### config.mk
export PLATFORM = sky130hd
export DESIGN_NAME = sdram_seq_ctrl
export DESIGN_NICKNAME = d
export VERILOG_FILES = /design/src/rtl/sdram_seq_ctrl_pkg.sv /design/src/rtl/sdram_ref_timer.sv /design/src/rtl/sdram_seq_ctrl.sv
export SDC_FILE = /design/constraint.sdc
export NUM_CORES = 1
export LEC_CHECK = 0
export BUFFER_PORTS_ARGS = -buffer_cell sky130_fd_sc_hd__buf_2
export CAP_MARGIN = 20
export CELL_PAD_IN_SITES_DETAIL_PLACEMENT = 1
export CELL_PAD_IN_SITES_GLOBAL_PLACEMENT = 1
export CORE_AREA = 5 5 133 135
export DETAILED_ROUTE_END_ITERATION = 16
export DIE_AREA = 0 0 138 140
export GPL_ROUTABILITY_DRIVEN = 0
export PLACE_DENSITY_LB_ADDON = 0.1
export SLEW_MARGIN = 20
export SYNTH_ARGS = -nofsm -noshare
export SYNTH_HDL_FRONTEND = slang
export SYNTH_SLANG_ARGS = --single-unit
### constraint.sdc
create_clock -name clk -period 5 [get_ports clk]
set_clock_uncertainty 0.2 [all_clocks]
set_input_delay 0.5 -clock clk [delete_from_list [all_inputs] [get_ports clk]]
set_output_delay 0.5 -clock clk [all_outputs]
set_load 0.01 [all_outputs]
### src/rtl/sdram_seq_ctrl_pkg.sv
// State codes, command codes and burst-length helper shared by the sequencer and the command encoder.
// Init and work state encodings must stay in step with the encoder's decode tables.
package sdram_seq_ctrl_pkg;

    typedef enum logic [4:0] {
        I_NOP  = 5'd0,
        I_PRE  = 5'd1,
        I_TRP  = 5'd2,
        I_AR   = 5'd3,
        I_TRF  = 5'd4,
        I_MRS  = 5'd5,
        I_TRSC = 5'd6,
        I_DONE = 5'd7
    } init_state_t;

    typedef enum logic [3:0] {
        W_IDLE   = 4'd0,
        W_ACTIVE = 4'd1,
        W_TRCD   = 4'd2,
        W_READ   = 4'd3,
        W_CL     = 4'd4,
        W_RD     = 4'd5,
        W_WRITE  = 4'd6,
        W_WD     = 4'd7,
        W_TWR    = 4'd8,
        W_PRE    = 4'd9,
        W_TRP    = 4'd10,
        W_AR     = 4'd11,
        W_TRFC   = 4'd12
    } work_state_t;

    // {cs_n, ras_n, cas_n, we_n}
    localparam logic [3:0] CMD_NOP   = 4'b0111;
    localparam logic [3:0] CMD_PRGE  = 4'b0010;
    localparam logic [3:0] CMD_A_REF = 4'b0001;
    localparam logic [3:0] CMD_LMR   = 4'b0000;
    localparam logic [3:0] CMD_ACT   = 4'b0011;
    localparam logic [3:0] CMD_READ  = 4'b0101;
    localparam logic [3:0] CMD_WRITE = 4'b0100;

    localparam logic [9:0] CNT_MAX  = 10'd1023;
    localparam logic [9:0] PAGE_LEN = 10'd256;

    // A zero burst still moves one word; anything beyond a page is cut to one page.
    function automatic logic [9:0] eff_burst_len(input logic [9:0] burst);
        if (burst == 10'd0)
            return 10'd1;
        else if (burst > PAGE_LEN)
            return PAGE_LEN;
        else
            return burst;
    endfunction

endpackage

### src/rtl/sdram_ref_timer.sv
// Refresh interval counter: runs while enabled, raises ref_pend_o every REF_PERIOD cycles.
// ref_pend_o stays set until clr_i; a new expiry in the same cycle as clr_i wins.
module sdram_ref_timer #(
    parameter int REF_PERIOD = 781
) (
    input  logic clk_i,
    input  logic rst_i,
    input  logic en_i,
    input  logic clr_i,
    output logic ref_pend_o
);
    import sdram_seq_ctrl_pkg::*;

    localparam int CW = $clog2(REF_PERIOD);

    logic [CW-1:0] cnt_q, cnt_d;
    logic          pend_q, pend_d;
    logic          expire;

    always_comb begin
        cnt_d  = cnt_q;
        pend_d = pend_q;
        expire = 1'b0;
        if (en_i) begin
            if (cnt_q == CW'(REF_PERIOD - 1)) begin
                cnt_d  = '0;
                expire = 1'b1;
            end else begin
                cnt_d = cnt_q + 1'b1;
            end
        end
        if (expire)
            pend_d = 1'b1;
        else if (clr_i)
            pend_d = 1'b0;
    end

    always_ff @(posedge clk_i or posedge rst_i) begin
        if (rst_i) begin
            cnt_q  <= '0;
            pend_q <= 1'b0;
        end else begin
            cnt_q  <= cnt_d;
            pend_q <= pend_d;
        end
    end

    assign ref_pend_o = pend_q;

endmodule

### src/rtl/sdram_seq_ctrl.sv
// SDRAM sequencer: power-up init, then one write/read/refresh at a time; refresh beats bursts.
// Define SDRAM_FAIR_ARB_EN for round-robin read/write ties; otherwise writes win ties.
module sdram_seq_ctrl #(
    parameter int T_POWERUP  = 20000,
    parameter int T_RP       = 4,
    parameter int T_RFC      = 7,
    parameter int T_RSC      = 6,
    parameter int T_RCD      = 2,
    parameter int T_CL       = 3,
    parameter int T_WR       = 2,
    parameter int INIT_AR    = 8,
    parameter int REF_PERIOD = 781
) (
    input  logic       clk,
    input  logic       rst,
    input  logic       sdram_wr_req,
    input  logic       sdram_rd_req,
    input  logic [9:0] sdram_wr_burst,
    input  logic [9:0] sdram_rd_burst,
    output logic [4:0] init_state,
    output logic [3:0] work_state,
    output logic [9:0] cnt_clk,
    output logic       sdram_rd_wr,
    output logic       sdram_init_done,
    output logic       sdram_wr_ack,
    output logic       sdram_rd_ack
);
    import sdram_seq_ctrl_pkg::*;

    init_state_t init_q, init_d;
    work_state_t work_q, work_d;
    logic [9:0]  cnt_q, cnt_d;
    logic [14:0] pu_q, pu_d;
    logic [3:0]  ar_q, ar_d;
    logic        rd_wr_q, rd_wr_d;
    logic [9:0]  len_q, len_d;
    logic        init_done, ref_pend, ref_clr, pick_rd, start_burst;

    assign init_done   = (init_q == I_DONE);
    assign start_burst = (work_q == W_IDLE) && (work_d == W_ACTIVE);
    assign ref_clr     = (work_q == W_IDLE) && (work_d == W_AR);

`ifdef SDRAM_FAIR_ARB_EN
    logic last_rd_q;

    assign pick_rd = sdram_rd_req && (!sdram_wr_req || !last_rd_q);

    always_ff @(posedge clk or posedge rst) begin
        if (rst)
            last_rd_q <= 1'b1;
        else if (start_burst)
            last_rd_q <= pick_rd;
    end
`else
    assign pick_rd = sdram_rd_req && !sdram_wr_req;
`endif

    always_comb begin
        init_d  = init_q;
        work_d  = work_q;
        pu_d    = pu_q;
        ar_d    = ar_q;
        rd_wr_d = rd_wr_q;
        len_d   = len_q;

        case (init_q)
            I_NOP: begin
                pu_d = pu_q + 15'd1;
                if (pu_q == 15'(T_POWERUP - 1)) init_d = I_PRE;
            end
            I_PRE:  init_d = I_TRP;
            I_TRP:  if (cnt_q == 10'(T_RP - 1)) init_d = I_AR;
            I_AR: begin
                ar_d   = ar_q + 4'd1;
                init_d = I_TRF;
            end
            I_TRF:  if (cnt_q == 10'(T_RFC - 1)) init_d = (ar_q == 4'(INIT_AR)) ? I_MRS : I_AR;
            I_MRS:  init_d = I_TRSC;
            I_TRSC: if (cnt_q == 10'(T_RSC - 1)) init_d = I_DONE;
            I_DONE: init_d = I_DONE;
            default: init_d = I_NOP;
        endcase

        case (work_q)
            W_IDLE: begin
                if (init_done) begin
                    if (ref_pend) begin
                        work_d = W_AR;
                    end else if (sdram_wr_req || sdram_rd_req) begin
                        work_d  = W_ACTIVE;
                        rd_wr_d = pick_rd;
                        len_d   = eff_burst_len(pick_rd ? sdram_rd_burst : sdram_wr_burst);
                    end
                end
            end
            W_ACTIVE: work_d = W_TRCD;
            W_TRCD:   if (cnt_q == 10'(T_RCD - 1)) work_d = rd_wr_q ? W_READ : W_WRITE;
            W_WRITE:  work_d = (len_q == 10'd1) ? W_TWR : W_WD;
            // W_WRITE already carried the first word, so W_WD runs L-1 cycles.
            W_WD:     if (cnt_q == len_q - 10'd2) work_d = W_TWR;
            W_TWR:    if (cnt_q == 10'(T_WR - 1)) work_d = W_PRE;
            W_READ:   work_d = W_CL;
            W_CL:     if (cnt_q == 10'(T_CL - 1)) work_d = W_RD;
            W_RD:     if (cnt_q == len_q - 10'd1) work_d = W_PRE;
            W_PRE:    work_d = W_TRP;
            W_TRP:    if (cnt_q == 10'(T_RP - 1)) work_d = W_IDLE;
            W_AR:     work_d = W_TRFC;
            W_TRFC:   if (cnt_q == 10'(T_RFC - 1)) work_d = W_IDLE;
            default:  work_d = W_IDLE;
        endcase

        if ((init_d != init_q) || (work_d != work_q))
            cnt_d = 10'd0;
        else if (cnt_q != CNT_MAX)
            cnt_d = cnt_q + 10'd1;
        else
            cnt_d = cnt_q;
    end

    always_ff @(posedge clk or posedge rst) begin
        if (rst) begin
            init_q  <= I_NOP;
            work_q  <= W_IDLE;
            cnt_q   <= 10'd0;
            pu_q    <= 15'd0;
            ar_q    <= 4'd0;
            rd_wr_q <= 1'b0;
            len_q   <= 10'd1;
        end else begin
            init_q  <= init_d;
            work_q  <= work_d;
            cnt_q   <= cnt_d;
            pu_q    <= pu_d;
            ar_q    <= ar_d;
            rd_wr_q <= rd_wr_d;
            len_q   <= len_d;
        end
    end

    sdram_ref_timer #(.REF_PERIOD(REF_PERIOD)) u_ref_timer (
        .clk_i      (clk),
        .rst_i      (rst),
        .en_i       (init_done),
        .clr_i      (ref_clr),
        .ref_pend_o (ref_pend)
    );

    assign init_state      = init_q;
    assign work_state      = work_q;
    assign cnt_clk         = cnt_q;
    assign sdram_rd_wr     = rd_wr_q;
    assign sdram_init_done = init_done;
    assign sdram_wr_ack    = (work_q == W_WRITE) || (work_q == W_WD);
    assign sdram_rd_ack    = (work_q == W_RD);

endmodule
==> Yosys cells after proc, flatten, opt, wreduce, memory -nomap -nowiden <==
Index checks and enable logic that the tools add are counted.
{ "op_classes": {"n_addsub": 6, "n_reduce_logical": 12, "n_lt_le_gt_ge": 1, "mux": 29, "bitwise_logic": 1, "eq_ne": 34} }
{ "ops": {"columns": ["op", "count"], "rows": [
  ["10-bit 2-to-1 mux", 6],
  ["4-bit one-hot mux with 13 select lines", 1],
  ["4-bit 2-to-1 mux", 11],
  ["5-bit one-hot mux with 8 select lines", 1],
  ["4-bit == test (second input constant)", 7],
  ["10-bit by 1-bit adder with 10-bit output (second input constant)", 2],
  ["10-bit by 1-bit == test with 1-bit output (second input constant)", 2],
  ["10-bit == test", 2],
  ["10-bit by 2-bit == test with 1-bit output (second input constant)", 2],
  ["10-bit by 3-bit == test with 1-bit output (second input constant)", 2],
  ["5-bit by 3-bit == test with 1-bit output (second input constant)", 4],
  ["5-bit 2-to-1 mux", 4],
  ["4-bit by 3-bit == test with 1-bit output (second input constant)", 4],
  ["15-bit by 1-bit adder with 15-bit output (second input constant)", 1],
  ["15-bit == test (second input constant)", 1],
  ["10-bit == test (second input constant)", 1],
  ["5-bit by 2-bit == test with 1-bit output (second input constant)", 2],
  ["10-bit by 9-bit > comparator with 1-bit output (second input constant)", 1],
  ["10-bit zero test", 1],
  ["10-bit != test (second input constant)", 1],
  ["10-bit by 1-bit subtractor with 10-bit output (second input constant)", 1],
  ["10-bit by 2-bit subtractor with 10-bit output (second input constant)", 1],
  ["4-bit by 2-bit == test with 1-bit output (second input constant)", 2],
  ["3-bit 2-to-1 mux", 2],
  ["other kinds (14)", 21]
]} }
{ "word_totals": {"out_inout_bits": 23, "word_cells": 92, "inputBits": 24, "register_bits": 60} }

==> Logic depth before layout (Yosys ltp) <==
{ "depth": {"word_depth": 9, "depth_mapped": 10, "ltp_nobuf": 9} }

==> Hierarchy <==
A second synthesis with hierarchy kept.
{ "unflattened": {"hier_cells": 436, "area_unflattened_um2": 4050.1} }
{ "modules_own_cells": {"columns": ["mod", "area_per_inst_um2", "seq_area_each_um2", "n_inst", "cells_per_inst"], "rows": [
  ["sdram_seq_ctrl", 3467.1, 1227.4, 1, 383],
  ["sdram_ref_timer", 583.1, 275.3, 1, 53]
]} }

==> Worst setup path before layout <==
Ideal clock, no wire load.
{ "synth_path": {"path_kind": "reg-to-reg", "startpoint": "register init_q[4] (netlist: init_state[4])", "endpoint": "register len_q[3]", "period_less_slack_ns": 2.508, "setup_ns": 0.119, "required_ns": 4.681, "stages_incl_launch_ff": 9, "path_slack_ns": 2.492, "arrival_ns": 2.189, "n_path_buf": 3, "cell_sequence": "dfrtp_1 > or2_4 > or2_1 > buf_6 > or3_1 > or3_1 > buf_6 > buf_6 > a21o_2"} }
{ "synth_between": {"elab_chain_len": 2} }
{ "synth_rtl": {"columns": ["element", "line", "rtl"], "rows": [
  ["start: declaration", "sdram_seq_ctrl.sv:30", "init_state_t init_q, init_d;"],
  ["start signal: assignment", "sdram_seq_ctrl.sv:130", "init_q <= init_d;"],
  ["5-bit by 3-bit == test with 1-bit output", "sdram_seq_ctrl.sv:39", "assign init_done = (init_q == I_DONE);"],
  ["4-bit AND reduction (no source line)", null, null],
  ["end signal: assignment", "sdram_seq_ctrl.sv:136", "len_q <= len_d;"],
  ["end: declaration", "sdram_seq_ctrl.sv:36", "logic [9:0] len_q, len_d;"]
]} }
Every way passes these cells.
A chain may end at the register's enable or synchronous reset.

==> Final worst setup path <==
{ "layout_path": {"startpoint": "register len_q[0]", "endpoint": "register cnt_q[1] (netlist: cnt_clk[1])"} }
{ "layout_between": {"elab_chain_len": 7, "elab_cells_between_ends": 13, "classes_between": "2 x add/sub; 4 x eq/ne; 5 x mux; 2 x reduce/logical"} }
{ "layout_rtl": {"columns": ["element", "line", "rtl"], "rows": [
  ["10-bit by 1-bit subtractor with 10-bit output / 10-bit by 2-bit subtractor with 10-bit output (equally long branches)", "sdram_seq_ctrl.sv:104, sdram_seq_ctrl.sv:100", null],
  ["10-bit == test, on equally long branches", "sdram_seq_ctrl.sv:104, sdram_seq_ctrl.sv:100", null],
  ["4-bit 2-to-1 mux, on equally long branches", "sdram_seq_ctrl.sv:104, sdram_seq_ctrl.sv:100", null],
  ["4-bit one-hot mux with 13 select lines (*)", "sdram_seq_ctrl.sv:84", "case (work_q)"],
  ["4-bit != test (*)", "sdram_seq_ctrl.sv:112", "if ((init_d != init_q) || (work_d != work_q))"],
  ["1-bit logical OR (*)", "sdram_seq_ctrl.sv:112", null],
  ["10-bit 2-to-1 mux / 2-bit nonzero test (equally long branches)", null, null],
  ["end signal: assignment", "sdram_seq_ctrl.sv:132", "cnt_q <= cnt_d;"],
  ["end: declaration", "sdram_seq_ctrl.sv:32", "logic [9:0] cnt_q, cnt_d;"]
]} }
Every way passes the cells marked *; elsewhere a longest branch is shown, timed or not.

==> flow_metrics.py <==
metrics = {
    "outcome": {
        "outcome": "complete, no violations",
    },
    "die": {
        "core_sq_um": 16350,
        "rows": 47,
        "dieArea_sq_um": 19320,
        "ios": 47,
        "start_util_pct": 24.61,
        "die_y_um": 140,
        "die-width_um": 138,
    },
    "power_and_ir_drop": {
        "p_sw_w": 0.0005372,
        "finalPower_w": 0.001679,
        "total_leakage_power_nw": 2.027,
        "peakVddDrop_mv": 0.1634,
        "seqPwrFrac_pct": 37.2,
        "swShare_pct": 31.99,
        "internal-power_w": 0.001142,
        "power-per-cell-area_nw_per_um2": 353.6,
        "clkPwrFrac_pct": 40.4,
        "p_comb_share_pct": 22.5,
    },
    "logic_synthesis": {
        "ys.flop_type": "dfrtp_1",
        "synth_area_sq_um": 4023,
        "synth_edf_count": 0,
        "yosysTopAreaCellShare_pct": 36.70,
        "ys_ff_latch": 60,
        "yosys_warnings": 0,
        "synthCells": 448,
        "async_flop_share_pct": 100.0,
        "yosysTopAreaCell": "dfrtp_1",
        "yosysSeqAreaShare_pct": 37.36,
        "avgSynthCellArea_sq_um": 8.979,
        "synthTopCellsByArea": "dfrtp_1, xnor2_1, nand2_1",
        "yosysUniqueCellTypes": 70,
    },
    "clock_network": {
        "hold_buffers": 1,
        "cts_tree": "done",
        "clock_tree.buffer_depth": 2,
        "cts_setup_buffers": 0,
        "clkTransAtPathRegs_ns": 0.06,
        "clock_sinks": 60,
        "insertion_delay_ns": 0.34,
        "h-tree-depth": 3,
        "numCtsBuffers": 9,
        "post_cts_resized": 0,
        "root_buffer": "clkbuf_16",
    },
    "layout": {
        "final_nets": 525,
        "multi_input_area_sq_um": 2336,
        "final_cell_mix": "dfrtp_1, nand2_1, buf_2, nor2_1, xnor2_1",
        "seq_area_sq_um": 1503,
        "final_common_cell": "dfrtp_1",
        "n_antenna_cell": 0,
        "final_layout_size_suffix_gt1_share_pct": 17.58,
        "area_growth_pct": 18.04,
        "utilization_pct": 29.04,
        "fillCellCount": 1942,
    },
    "worst_setup_path": {
        "worst-r2r-cell-count": 8,
        "crit_start": "len_q[0]",
        "crit_type": "reg2reg",
        "arrival_ns": 2.88,
        "r2r_end": "cnt_clk[1]",
        "cp_max_fo": 10,
        "rrSetupSlack_ns": 2.17,
        "timing.rr.start": "len_q[0]",
        "crit_required_ns": 5.05,
        "startpoint_type": "flip-flop",
        "end_kind": "flip-flop",
    },
    "grt": {
        "grt.total_usage_pct": 12.49,
        "grt_pass1_wl_um": 19610,
        "antenna_found_initial": 0,
        "grt_overflow": 0,
        "grt_max_degree": 54,
        "grt_pass1_vias": 3651,
    },
    "sta": {
        "max_slew_margin_pct": 24.90,
        "tightest_slew_ns": 1.111,
        "fin_crit_ns": 2.826,
        "rsz0062_at_grt": "false",
        "setup_tns_ns": 0,
        "timing_hold_violations_final": 0,
        "setup_viol": 0,
        "slew_viol_final": 0,
        "period_share_pct": 56.52,
        "max_clock_freq_mhz": 353.9,
    },
    "hold_path": {
        "hold_path_class": "reg2reg",
        "hold_end": "pu_q[14]",
        "worstHoldStart": "pu_q[14]",
        "min_path_cells": 1,
    },
    "placed_design": {
        "dp_hpwl_um": 8766,
        "port_buffers": 46,
    },
    "job": {
        "drv_cap": 0,
    },
    "drt": {
        "routed-via-count": 3456,
        "wirelength_um": 11710,
        "wl_per_cell_um": 16.38,
        "firstDrtPassIters": 4,
        "first_iter_violations": 83,
        "vias_per_cell": 4.834,
        "drc": 0,
        "antenna_left": 0,
    },
}
==> per-layer routing <==
layer | track usage (%) | wire length [um]
met1 | 16.86 | 5907
met2 | 19.53 | 5204
met3 | 2.522 | 385
met4 | 5.200 | 214
met5 | 0 | 0
==> cell usage after synthesis, drive strengths merged, types with 3 or more instances <==
cell / n
dfrtp: 59
nand2: 53
nor2: 31
xnor2: 28
o21ai: 22
nand4: 17
nor3: 16
xor2: 16
inv: 15
nand3: 15
a21oi: 13
mux2i: 12
clkbuf: 11
ha: 11
nor4: 10
and3: 9
a211oi: 8
and2: 8
buf: 8
nand2b: 8
nand3b: 5
nor2b: 5
nor3b: 5
nor4b: 5
or2: 5
a21o: 4
a31oi: 4
o211ai: 4
o22ai: 4
or3: 4
or4: 3
==> registers in the layout (all words and copies together) (netlist names) <==
signal,count
u_ref_timer.cnt_q,10
ar_q,4
u_ref_timer.ref_pend_o,1
init_state,5
sdram_rd_wr,1
cnt_clk,10
pu_q,15
work_state,4
len_q,10
==> logic make-up (layout without fill, tap and decap cells) <==
| group | count (synthesis) | count (layout) | share of synthesized area [%] |
|---|---|---|---|
| other | 1 | 2 | 0.09322 |
| adders and majority gates | 11 | 11 | 3.421 |
| muxes | 14 | 14 | 3.546 |
| AOI/OAI and AO/OA | 77 | 77 | 13.50 |
| DFF | 60 | 60 | 37.36 |
| xor gates and xnor gates | 44 | 44 | 9.580 |
| and+or+nand+nor | 206 | 206 | 27.84 |
| buffers and inverters | 35 | 81 | 4.665 |
==> area by class of cell <==
class	instances	share of cell area, %
clock inverter	4	1.528
inverter	16	1.265
timing repair buffer	49	5.376
sequential	60	31.65
multi-input combinational	354	49.20
tap	220	5.797
clock buffer	12	5.191
==> critical path, cell delays in order (launching register included) <==
cell and delay, ns:
dfstp_2 0.58, ha_1 0.16, or4b_1 0.51, nor3_2 0.19
o22ai_1 0.12, o41ai_2 0.32, o2111a_2 0.29, o211ai_4 0.16
nor3_1 0.22
==> power by group through the flow <==
stage	clock [W]	combinational (W)	sequential (W)
floorplan	0	0.000287	0.000589
global placement	0	0.000386	0.000633
detailed placement	0	0.000381	0.000631
CTS	0.000704	0.000385	0.000624
global route	0.000725	0.000425	0.000634
finish	0.000678	0.000378	0.000624
==> worst max path at each step <==
stage | end | cells past startpoint | slack [ns]
finish | cnt_clk[1] | 8 | 2.17
global route | cnt_clk[1] | 7 | 1.91
CTS | len_q[5] | 6 | 2.14
detailed placement | cnt_clk[1] | 8 | 2.18
global placement | cnt_clk[1] | 7 | 2.14
floorplan | len_q[3] | 8 | 2.49
==> per-stage QoR <==
stage                     setup WS (ns)  instances  hold slack (ns)  cell area, sq um
after floorplan                   2.492        449           0.2339              4026
after global placement            2.143        698           0.2189              4419
after detailed placement          2.179        698           0.2170              4419
after CTS                         2.138        715           0.2676              4748
after global routing              1.910        715           0.2962              4748
final                             2.174        715           0.2678              4748
No activity file was read; power rests on OpenSTA's default activity.
